`src/rtl/sev_seg_scan_driver.sv`:
```
// Time-multiplexed common-anode seven-segment driver: one digit per scan slot,
// new values swapped in only at frame boundaries so a frame is never torn.
module sev_seg_scan_driver #(
    parameter int NUM_DIGITS    = 8,
    parameter int SCAN_DIV      = 100000,
    parameter int BLANK_LEADING = 1
) (
    input  logic                      BrdClk,
    input  logic                      aReset_n,
    input  logic [4*NUM_DIGITS-1:0]   bValue,
    input  logic [NUM_DIGITS-1:0]     bDpMask,
    input  logic                      bLoad,
    input  logic                      bEnable,
    output logic [7:0]                bDigitSel,
    output logic [7:0]                bSegmentOutput,
    output logic                      bFrameDone
);

    localparam int              PRE_W    = (SCAN_DIV > 2) ? $clog2(SCAN_DIV) : 1;
    localparam logic [PRE_W-1:0] PRE_TC  = PRE_W'(SCAN_DIV - 1);
    localparam logic [2:0]      LAST_IDX = 3'(NUM_DIGITS - 1);

    logic [PRE_W-1:0]          prescaler;
    logic [2:0]                digitIdx;
    logic [4*NUM_DIGITS-1:0]   shadowValue;
    logic [NUM_DIGITS-1:0]     shadowDp;
    logic                      pending;
    logic [4*NUM_DIGITS-1:0]   dispValue;
    logic [NUM_DIGITS-1:0]     dispDp;

    logic                      atTc;
    logic                      atBoundary;
    logic [3:0]                curNibble;
    logic                      curDp;
    logic                      curBlank;
    logic                      upperZero;
    logic [7:0]                segNext;
    logic [7:0]                selNext;

    assign atTc       = bEnable && (prescaler == PRE_TC);
    assign atBoundary = atTc && (digitIdx == LAST_IDX);

    function automatic logic [7:0] hexToSeg(input logic [3:0] nib);
        logic [7:0] code;
        case (nib)
            4'h0: code = 8'h03;
            4'h1: code = 8'h9F;
            4'h2: code = 8'h25;
            4'h3: code = 8'h0D;
            4'h4: code = 8'h99;
            4'h5: code = 8'h49;
            4'h6: code = 8'h41;
            4'h7: code = 8'h1F;
            4'h8: code = 8'h01;
            4'h9: code = 8'h09;
            4'hA: code = 8'h11;
            4'hB: code = 8'hC1;
            4'hC: code = 8'h63;
            4'hD: code = 8'h85;
            4'hE: code = 8'h61;
            default: code = 8'h71;
        endcase
        return code;
    endfunction

    // Scan timing: the scan is parked on digit 0 whenever the display is disabled.
    always_ff @(posedge BrdClk) begin
        if (!aReset_n) begin
            prescaler <= '0;
            digitIdx  <= '0;
        end else if (!bEnable) begin
            prescaler <= '0;
            digitIdx  <= '0;
        end else if (atTc) begin
            prescaler <= '0;
            digitIdx  <= atBoundary ? 3'd0 : digitIdx + 3'd1;
        end else begin
            prescaler <= prescaler + PRE_W'(1);
        end
    end

    // A load coinciding with the wrap bypasses the shadow and lands directly.
    always_ff @(posedge BrdClk) begin
        if (!aReset_n) begin
            shadowValue <= '0;
            shadowDp    <= '0;
            pending     <= 1'b0;
            dispValue   <= '0;
            dispDp      <= '0;
        end else if (bLoad && atBoundary) begin
            dispValue <= bValue;
            dispDp    <= bDpMask;
            pending   <= 1'b0;
        end else if (bLoad) begin
            shadowValue <= bValue;
            shadowDp    <= bDpMask;
            pending     <= 1'b1;
        end else if (atBoundary && pending) begin
            dispValue <= shadowValue;
            dispDp    <= shadowDp;
            pending   <= 1'b0;
        end
    end

    always_comb begin
        curNibble = 4'h0;
        curDp     = 1'b0;
        curBlank  = 1'b0;
        upperZero = 1'b1;
        for (int i = NUM_DIGITS - 1; i >= 0; i--) begin
            upperZero = upperZero && (dispValue[4*i +: 4] == 4'h0);
            if (digitIdx == 3'(i)) begin
                curNibble = dispValue[4*i +: 4];
                curDp     = dispDp[i];
                curBlank  = (BLANK_LEADING != 0) && (i != 0) && upperZero;
            end
        end
    end

    always_comb begin
        segNext    = curBlank ? 8'hFF : hexToSeg(curNibble);
        segNext[0] = ~curDp;
        selNext    = ~(8'h01 << digitIdx);
    end

    always_ff @(posedge BrdClk) begin
        if (!aReset_n || !bEnable) begin
            bDigitSel      <= 8'hFF;
            bSegmentOutput <= 8'hFF;
            bFrameDone     <= 1'b0;
        end else begin
            bDigitSel      <= selNext;
            bSegmentOutput <= segNext;
            bFrameDone     <= atBoundary;
        end
    end

endmodule

```
`config.mk`:
```
export PLATFORM = sky130hd
export DESIGN_NAME = sev_seg_scan_driver
export DESIGN_NICKNAME = d
export VERILOG_FILES = /design/src/rtl/sev_seg_scan_driver.sv
export SDC_FILE = /design/constraint.sdc
export NUM_CORES = 1
export LEC_CHECK = 0
export CAP_MARGIN = 20
export CORE_UTILIZATION = 55
export DETAILED_ROUTE_END_ITERATION = 6
export GPL_TIMING_DRIVEN = 0
export PLACE_DENSITY = 0.9
export SLEW_MARGIN = 20
export SYNTH_ARGS = -nofsm -noshare
export SYNTH_HDL_FRONTEND = slang
export SYNTH_SLANG_ARGS = --single-unit
```
`constraint.sdc`:
```
create_clock -name BrdClk -period 7.15 [get_ports BrdClk]
set_input_delay 0.715 -clock BrdClk [delete_from_list [all_inputs] [get_ports BrdClk]]
set_output_delay 0.715 -clock BrdClk [all_outputs]
set_load 0.02 [all_outputs]
```
# ---- Word level (Yosys, flattened, before mapping)
# Memory sizes are Yosys's and may differ from the RTL's. A register that Yosys moved wholly into a read port is not among the register bits.
# Index checks and enable logic that the tools add are counted.
dict set report totals {
  register_bits 111
  romBits 112
  inputBits 44
  output_inout_bits 17
  memories 1
}
dict set report classes {
  n_addsub 2
  n_eq_ne 9
  n_shift 1
  n_mux 33
  bitwise_logic 5
  reduce_logical 29
}
# memory depth word_bits rd rd_clocked_by_memory_dff wr line
set memory_table {}
lappend memory_table {{(name not given)} 16 7 1 1 0 45} ;# case (nib)
# op count
set ops {}
lappend ops {{$mux 32} 3}
lappend ops {{$mux 4} 8}
lappend ops {{$logic_not 4->1} 7}
lappend ops {{$mux 8} 3}
lappend ops {{$mux 1} 18}
lappend ops {{$add 17x1->17 const B} 1}
lappend ops {{$eq 17x17->1 const B} 1}
lappend ops {{$eq 3x3->1 const B} 4}
lappend ops {{$logic_and 1x1->1} 10}
lappend ops {{$not 8->8} 1}
lappend ops {{$shl 1x3->8 const A} 1}
lappend ops {{$eq 3x2->1 const B} 2}
lappend ops {{$reduce_and 2->1} 3}
lappend ops {{$not 1->1} 4}
lappend ops {{$reduce_bool 2->1} 2}
lappend ops {{$reduce_or 2->1} 2}
lappend ops {{$add 3x1->3 const B} 1}
lappend ops {{$eq 3x1->1 const B} 1}
lappend ops {{$logic_not 3->1} 1}
lappend ops {{$mux 3} 1}
lappend ops {{$reduce_or 3->1} 1}
lappend ops {{$logic_not 1->1} 2}
lappend ops {{$ne 2x1->1 const B} 1}
lappend ops {{$logic_or 1x1->1} 1}

# ---- Depth between registers and ports, before layout
# Gate-level depths: netlist of run 1.
dict set report logic_depth {
  ltp_word 10
  depth_mapped 14
  mapped_depth_nobuf 12
}

# ---- Worst setup path before layout of run 1
# No wires, ideal clock.
dict set report synth_path {
  path_kind {reg-to-reg}
  from {reg digitIdx[0]}
  to {reg bSegmentOutput[6]}
  setup_time_ps 122
  arrival_ps 2474
  required_ps 7028
  setup_slack_ps 4553
  path_stages_with_launch 13
  n_path_buf 1
  path_cell_list {dfxtp_1 > ha_1 > ha_1 > clkbuf_1 > nand3_1 > a31oi_1 > o21ai_0 > a21oi_2 > inv_1 > ha_1 > nor2_1 > a211oi_1 > a311o_1}
}
dict set report synth_via {
  elab_chain_len 10
  word_cells_on_any_way 25
}
# item line
set synth_lines {}
lappend synth_lines {{start: declaration} 24} ;# logic [2:0] digitIdx;
lappend synth_lines {{start signal: assignment} 76} ;# digitIdx <= atBoundary ? 3'd0 : digitIdx + 3'd1;
lappend synth_lines {{$eq 3x3->1} 112} ;# if (digitIdx == 3'(i)) begin
lappend synth_lines {{$mux 1 (8 in series)} 112}
lappend synth_lines {{$reduce_or 2->1 (no line)} -}
lappend synth_lines {{end: declaration} 15} ;# output logic [7:0] bSegmentOutput,
# Parallel ways exist; a longest one is shown, timed or not.
# A chain may end at the register's enable or synchronous reset.

# ---- Worst setup path in the final report of run 1
# Same ends and word-level chain as after synthesis.

==> results of run 1 <==
[flip-flops by register name, summed over array words and instances, names as in the netlist, 3 cells and up]
name            count
shadowValue        32
dispDp              8
digitIdx            3
bDigitSel           8
bSegmentOutput      8
shadowDp            8
prescaler          17
dispValue          32
[synthesized netlist by cell type, types with 12 or more instances]
library cell,number,area [um^2]
buf_2,17,85.1
nand2_1,60,225
a21boi_1,33,248
nor2b_1,46,288
dfxtp_1,118,2360
o221ai_1,41,359
nor2_1,38,143
mux2i_1,44,440
clkbuf_1,16,60.1
ha_1,13,163
nand3_1,19,95.1
inv_1,12,45.0
[area by class of cell]
class	count	area, um^2
repair buffers	60	601
plain buffers	44	239
well taps	133	166
inverters	14	52.6
flip-flops and latches	118	2360
clock inverters	10	80.1
fillers	733	2920
clock buffers	21	459
multi-input cells	417	2890
[how the worst min path moves through the flow]
stage	start	endpoint
after floorplan	prescaler[0]	prescaler[0]
after global placement	prescaler[0]	prescaler[0]
after detailed placement	prescaler[0]	prescaler[0]
after CTS	prescaler[0]	prescaler[0]
after global routing	prescaler[0]	prescaler[0]
final	dispDp[2]	dispDp[2]
[power by group through the flow]
stage / Clock, uW / Sequential (uW) / Combinational [uW]
after floorplan: 0 / 697 / 44.0
after global placement: 0 / 695 / 86.2
after detailed placement: 0 / 696 / 89.9
after CTS: 782 / 682 / 90.5
after global routing: 809 / 684 / 96.7
final: 774 / 683 / 90.2
[stage by stage]
stage               std cells  setup slack, ns
finish                    817             4.00
floorplan                 593             4.55
detailed placement        786             4.15
global route              817             3.76
CTS                       817             4.05
global placement          786             4.17
[per-layer routing]
layer	GRT usage (%)	wire length (um)	share of wire, %
met1	31.3	5680	42
met2	48.4	6720	50
met3	5.68	785	5.8
met4	12.5	354	2.6
met5	0	0	0
[worst max-delay path: stages (launching register included)]
cell and delay, ns:
dfxtp_1 0.43, ha_1 0.22, ha_1 0.19, clkbuf_1 0.41, nand3_1 0.13, a31oi_1 0.20
o21ai_0 0.16, a21oi_2 0.33, inv_1 0.17, ha_1 0.32, nor2_1 0.10, a211oi_1 0.05
a311o_1 0.32
[cell families after synthesis]
| logic type | synth area share, % |
|---|---|
| AND/OR/NAND/NOR | 19.1 |
| XOR/XNOR | 2.05 |
| multiplexers | 8.14 |
| adder cells (fa/ha/maj) | 2.93 |
| AO/OA/AOI/OAI | 19.9 |
| buffers and inverters | 5.26 |
| flip-flops | 42.6 |
==> flow_summary.json, run 1 <==
{
  "finalHoldViolations": 0,
  "cts_inserted_buffers": 17,
  "layout.nets": 729,
  "power.total_uw": 1550,
  "period_share_pct": 44.1,
  "diodes": 0,
  "synth_seq_cells": 118,
  "fin_crit_ns": 3.15,
  "skew_ns": 0.0106,
  "start_util_pct": 56.7,
  "most-common-layout-cells": "dfxtp_1 (118), nand2_1 (60), clkdlybuf4s50_1 (60)",
  "io_pins": 61,
  "drtPass1Iterations": 5,
  "synth.distinct_cells": 65,
  "grt_pass1_vias": 4646,
  "drive_gt1_share_pct": 11.5,
  "tritoncts": "done",
  "internal-power_uw": 1200,
  "ctsResizeCount": 0,
  "antenna_found_initial": 0,
  "p_switching_uw": 343,
  "ys.flop_type": "dfxtp_1",
  "wirelength_um": 13500,
  "place_area_mm2": 0.00631,
  "hold_path_depth": 2,
  "cts.sinks": 118,
  "clk_path_buf_depth": 2,
  "endpoint_kind": "register",
  "p_comb_share_pct": 5.8,
  "cts_setup_buffers": 0,
  "antenna_left": 0,
  "grt_max_degree": 17,
  "routed_via_density": 5.89,
  "endpoint": "bSegmentOutput[6]",
  "status": "finished, final reports clean",
  "yosysSeqAreaShare_pct": 42.6,
  "grt_pass1_wl_um": 21800,
  "setup_viol": 0,
  "core_area_mm2": 0.00977,
  "die_w_um": 102,
  "final_util_pct": 70.1,
  "worstPathMaxFanout": 10,
  "num_rows": 36,
  "max_cap_violations": 0,
  "area_growth_pct": 23.6,
  "grt_use_total_pct": 27.3,
  "die-area_mm2": 0.0105,
  "worst-r2r-setup-slack_ns": 4.00,
  "seqPwrFrac_pct": 44.1,
  "peakVddDrop_uv": 149,
  "post-route-drc-count": 0,
  "drtIter0Drc": 265,
  "ys_warn_count": 0,
  "avgSynthCellArea_um2": 9.35,
  "cts-root-buf": "clkbuf_8",
  "syn-instance-count": 593,
  "power.leakage_uw": 0.00262,
  "rsz0062_at_grt": "no",
  "port-buffer-count": 60,
  "max_slew_margin_pct": 62.0,
  "finalMaxSlewViolations": 0,
  "synth_nets": 650,
  "clkPwrFrac_pct": 50.0,
  "rr_endpoint": "bSegmentOutput[6]",
  "dp_hpwl_um": 9650,
  "hold_class": "register to register",
  "swShare_pct": 22.2,
  "final_common_cell": "dfxtp_1",
  "netlist_area_mm2": 0.00555,
  "grt-ovfl-total": 0,
  "r2r_start": "digitIdx[0]",
  "timing.fmax_mhz": 317,
  "timing.hold.ws_ns": 0.456,
  "cp.required_ns": 7.56,
  "fp.dieH_um": 102,
  "fin_setup_tns_ns": 0,
  "async_flop_share_pct": 0,
  "critical_path.startpoint_type": "register",
  "htreeDepth": 4,
  "pwr_density_cell_mw_per_mm2": 226,
  "clkLatencyLatePin_ns": 0.53,
  "rr_worst_depth": 12,
  "path_class": "register to register",
  "cp.arrival_ns": 3.56,
  "fin_area_mm2": 0.00685,
  "wl_per_cell_um": 16.6,
  "worst_slew_pin_slew_ns": 0.565,
  "clk_pin_slew_ns": 0.06,
  "synth_edf_count": 0,
  "postCtsHoldBufs": 0,
  "routabilityCongestion": 0.915,
  "route.vias.total": 4809,
  "startpoint": "digitIdx[0]"
}
Note: power is estimated with default switching activity, not from simulation.
==> run 2, diff against run 1 <==
--- a/config.mk
+++ b/config.mk
@@ -6,10 +6,10 @@
 export NUM_CORES = 1
 export LEC_CHECK = 0
 export CAP_MARGIN = 20
-export CORE_UTILIZATION = 55
+export CORE_UTILIZATION = 51
 export DETAILED_ROUTE_END_ITERATION = 6
 export GPL_TIMING_DRIVEN = 0
-export PLACE_DENSITY = 0.9
+export PLACE_DENSITY = 0.88
 export SLEW_MARGIN = 20
 export SYNTH_ARGS = -nofsm -noshare
 export SYNTH_HDL_FRONTEND = slang
==> constraint.sdc (replaced) <==
create_clock -name BrdClk -period 2.87 [get_ports BrdClk]
set_input_delay 0.287 -clock BrdClk [delete_from_list [all_inputs] [get_ports BrdClk]]
set_output_delay 0.287 -clock BrdClk [all_outputs]
set_load 0.02 [all_outputs]
==> flow_summary.json, run 2 (synthesis results as in run 1) <==
{
  "status": "finished, final reports clean",
  "final_util_pct": 66.4,
  "clk_pin_slew_ns": 0.06,
  "layout.nets": 732,
  "fin_ws_ns": 0.0406,
  "grt_pass1_wl_um": 22600,
  "rsz0062_at_grt": "yes",
  "grt_use_total_pct": 25.3,
  "drive_gt1_share_pct": 12.7,
  "postCtsHoldBufs": 0,
  "peakVddDrop_uv": 399,
  "drtIter0Drc": 267,
  "num_rows": 37,
  "max_cap_violations": 0,
  "setup_viol": 0,
  "area_growth_pct": 24.6,
  "timing.hold.ws_ns": 0.431,
  "period_share_pct": 98.6,
  "worstPathMaxFanout": 10,
  "dp_hpwl_um": 9520,
  "top_regs": "dispValue (32), shadowValue (32), prescaler (17)",
  "routabilityCongestion": 0.907,
  "final_common_cell": "dfxtp_1",
  "path_class": "register to register",
  "cp.arrival_ns": 3.23,
  "clk_path_buf_depth": 2,
  "die-area_mm2": 0.0113,
  "die_w_um": 106,
  "core_area_mm2": 0.0104,
  "most-common-layout-cells": "dfxtp_1 (116), clkdlybuf4s50_1 (60), nand2_1 (59)",
  "cp_num_buf_inv": 5,
  "post-route-drc-count": 0,
  "routed_via_density": 5.86,
  "cts-root-buf": "clkbuf_8",
  "tritoncts": "done",
  "drtPass1Iterations": 5,
  "finalMaxSlewViolations": 0,
  "diodes": 0,
  "route.vias.total": 4817,
  "power.total_uw": 3880,
  "wl_per_cell_um": 16.6,
  "grt-ovfl-total": 0,
  "crit_slowest_cell": "dfxtp_2",
  "worst_slew_pin_slew_ns": 0.684,
  "start_util_pct": 53.2,
  "critical_path.startpoint_type": "register",
  "hold_class": "primary input to register",
  "cp_cell_sequence": "buf_6 -> inv_2 -> ha_1 -> buf_4 -> inv_2 -> o21ai_0 -> a31oi_1 -> o21ai_1 -> a21oi_2 -> inv_1 -> ha_1 -> nor2_1 -> a211oi_1 -> a311o_1",
  "max_stage_delay_ns": 0.40,
  "timing.fmax_mhz": 353,
  "antenna_found_initial": 0,
  "grt_pass1_vias": 4838,
  "fin_crit_ns": 2.83,
  "port-buffer-count": 60,
  "dp_slack_ns": -0.220,
  "io_pins": 61,
  "pwr_density_cell_mw_per_mm2": 561,
  "htreeDepth": 4,
  "cp.required_ns": 3.27,
  "max_slew_margin_pct": 54.0,
  "grt_max_degree": 17,
  "finalHoldViolations": 0,
  "fillers": 811,
  "clkLatencyLatePin_ns": 0.51,
  "cts.sinks": 118,
  "fp.dieH_um": 106,
  "antenna_left": 0,
  "crit_family": "compound AO/OA/AOI/OAI gates",
  "fin_setup_tns_ns": 0,
  "multi_input_area_mm2": 0.00291,
  "seqCellArea_mm2": 0.00236,
  "endpoint_kind": "register",
  "power.leakage_uw": 0.00263,
  "skew_ns": 0.00899,
  "cts_inserted_buffers": 17,
  "wirelength_um": 13600
}
[run 2: layout make-up]
class	instances	share of cell area (%)
clock inverter	8	1.09
buffer	44	3.48
timing repair buffer	63	9.02
multi-input combinational	417	42.1
sequential	118	34.2
clock buffer	22	6.84
inverter	14	0.760
tap	136	2.46
[run 2: metal layers]
| layer | vias to the layer above | GRT usage [%] | wire length [um] |
|---|---|---|---|
| met5 | - | 0 | 0 |
| met2 | 175 | 43.0 | 6670 |
| met4 | 0 | 10.6 | 419 |
| met3 | 35 | 5.82 | 735 |
| li1 | 2299 | - | - |
| met1 | 2308 | 30.4 | 5780 |
[run 2: repair_timing]
action,in CTS,in global routing
setup buffers,1,2
gates cloned,0,0
endpoints found under the setup margin,4,5
gates resized for setup,3,5
pin swaps,1,0
[run 2: worst paths after layout]
kind,slack (ns),cells past startpoint,end,startpoint
worst max-delay path,0.04,14,bSegmentOutput[6],digitIdx[2]
worst min-delay path,0.43,3,shadowValue[28],bValue[28]
worst max register to register,0.04,14,bSegmentOutput[6],digitIdx[2]
worst min register to register,0.45,1,prescaler[0],prescaler[0]
[run 2: worst register-to-register path, delay by kind of cell (launching register included)]
family	cells	cell delay, ns
DFF	1	0.40
and+or+nand+nor	1	0.11
AOI/OAI and AO/OA	6	1.06
buffers and inverters	5	0.63
adders and majority gates	2	0.51
[run 2: power breakdown]
group | internal, uW | switching, uW | leakage, uW
Sequential | 1680 | 19.6 | 0.000963
Combinational | 122 | 102 | 0.00141
Clock | 1220 | 728 | 0.000261
[run 2: through the flow]
stage,instance area [um^2],instances
4_1_cts,6890,820
3_3_place_gp,6320,789
5_1_grt,6910,822
2_1_floorplan,5550,593
3_5_place_dp,6320,789
6_report,6910,822
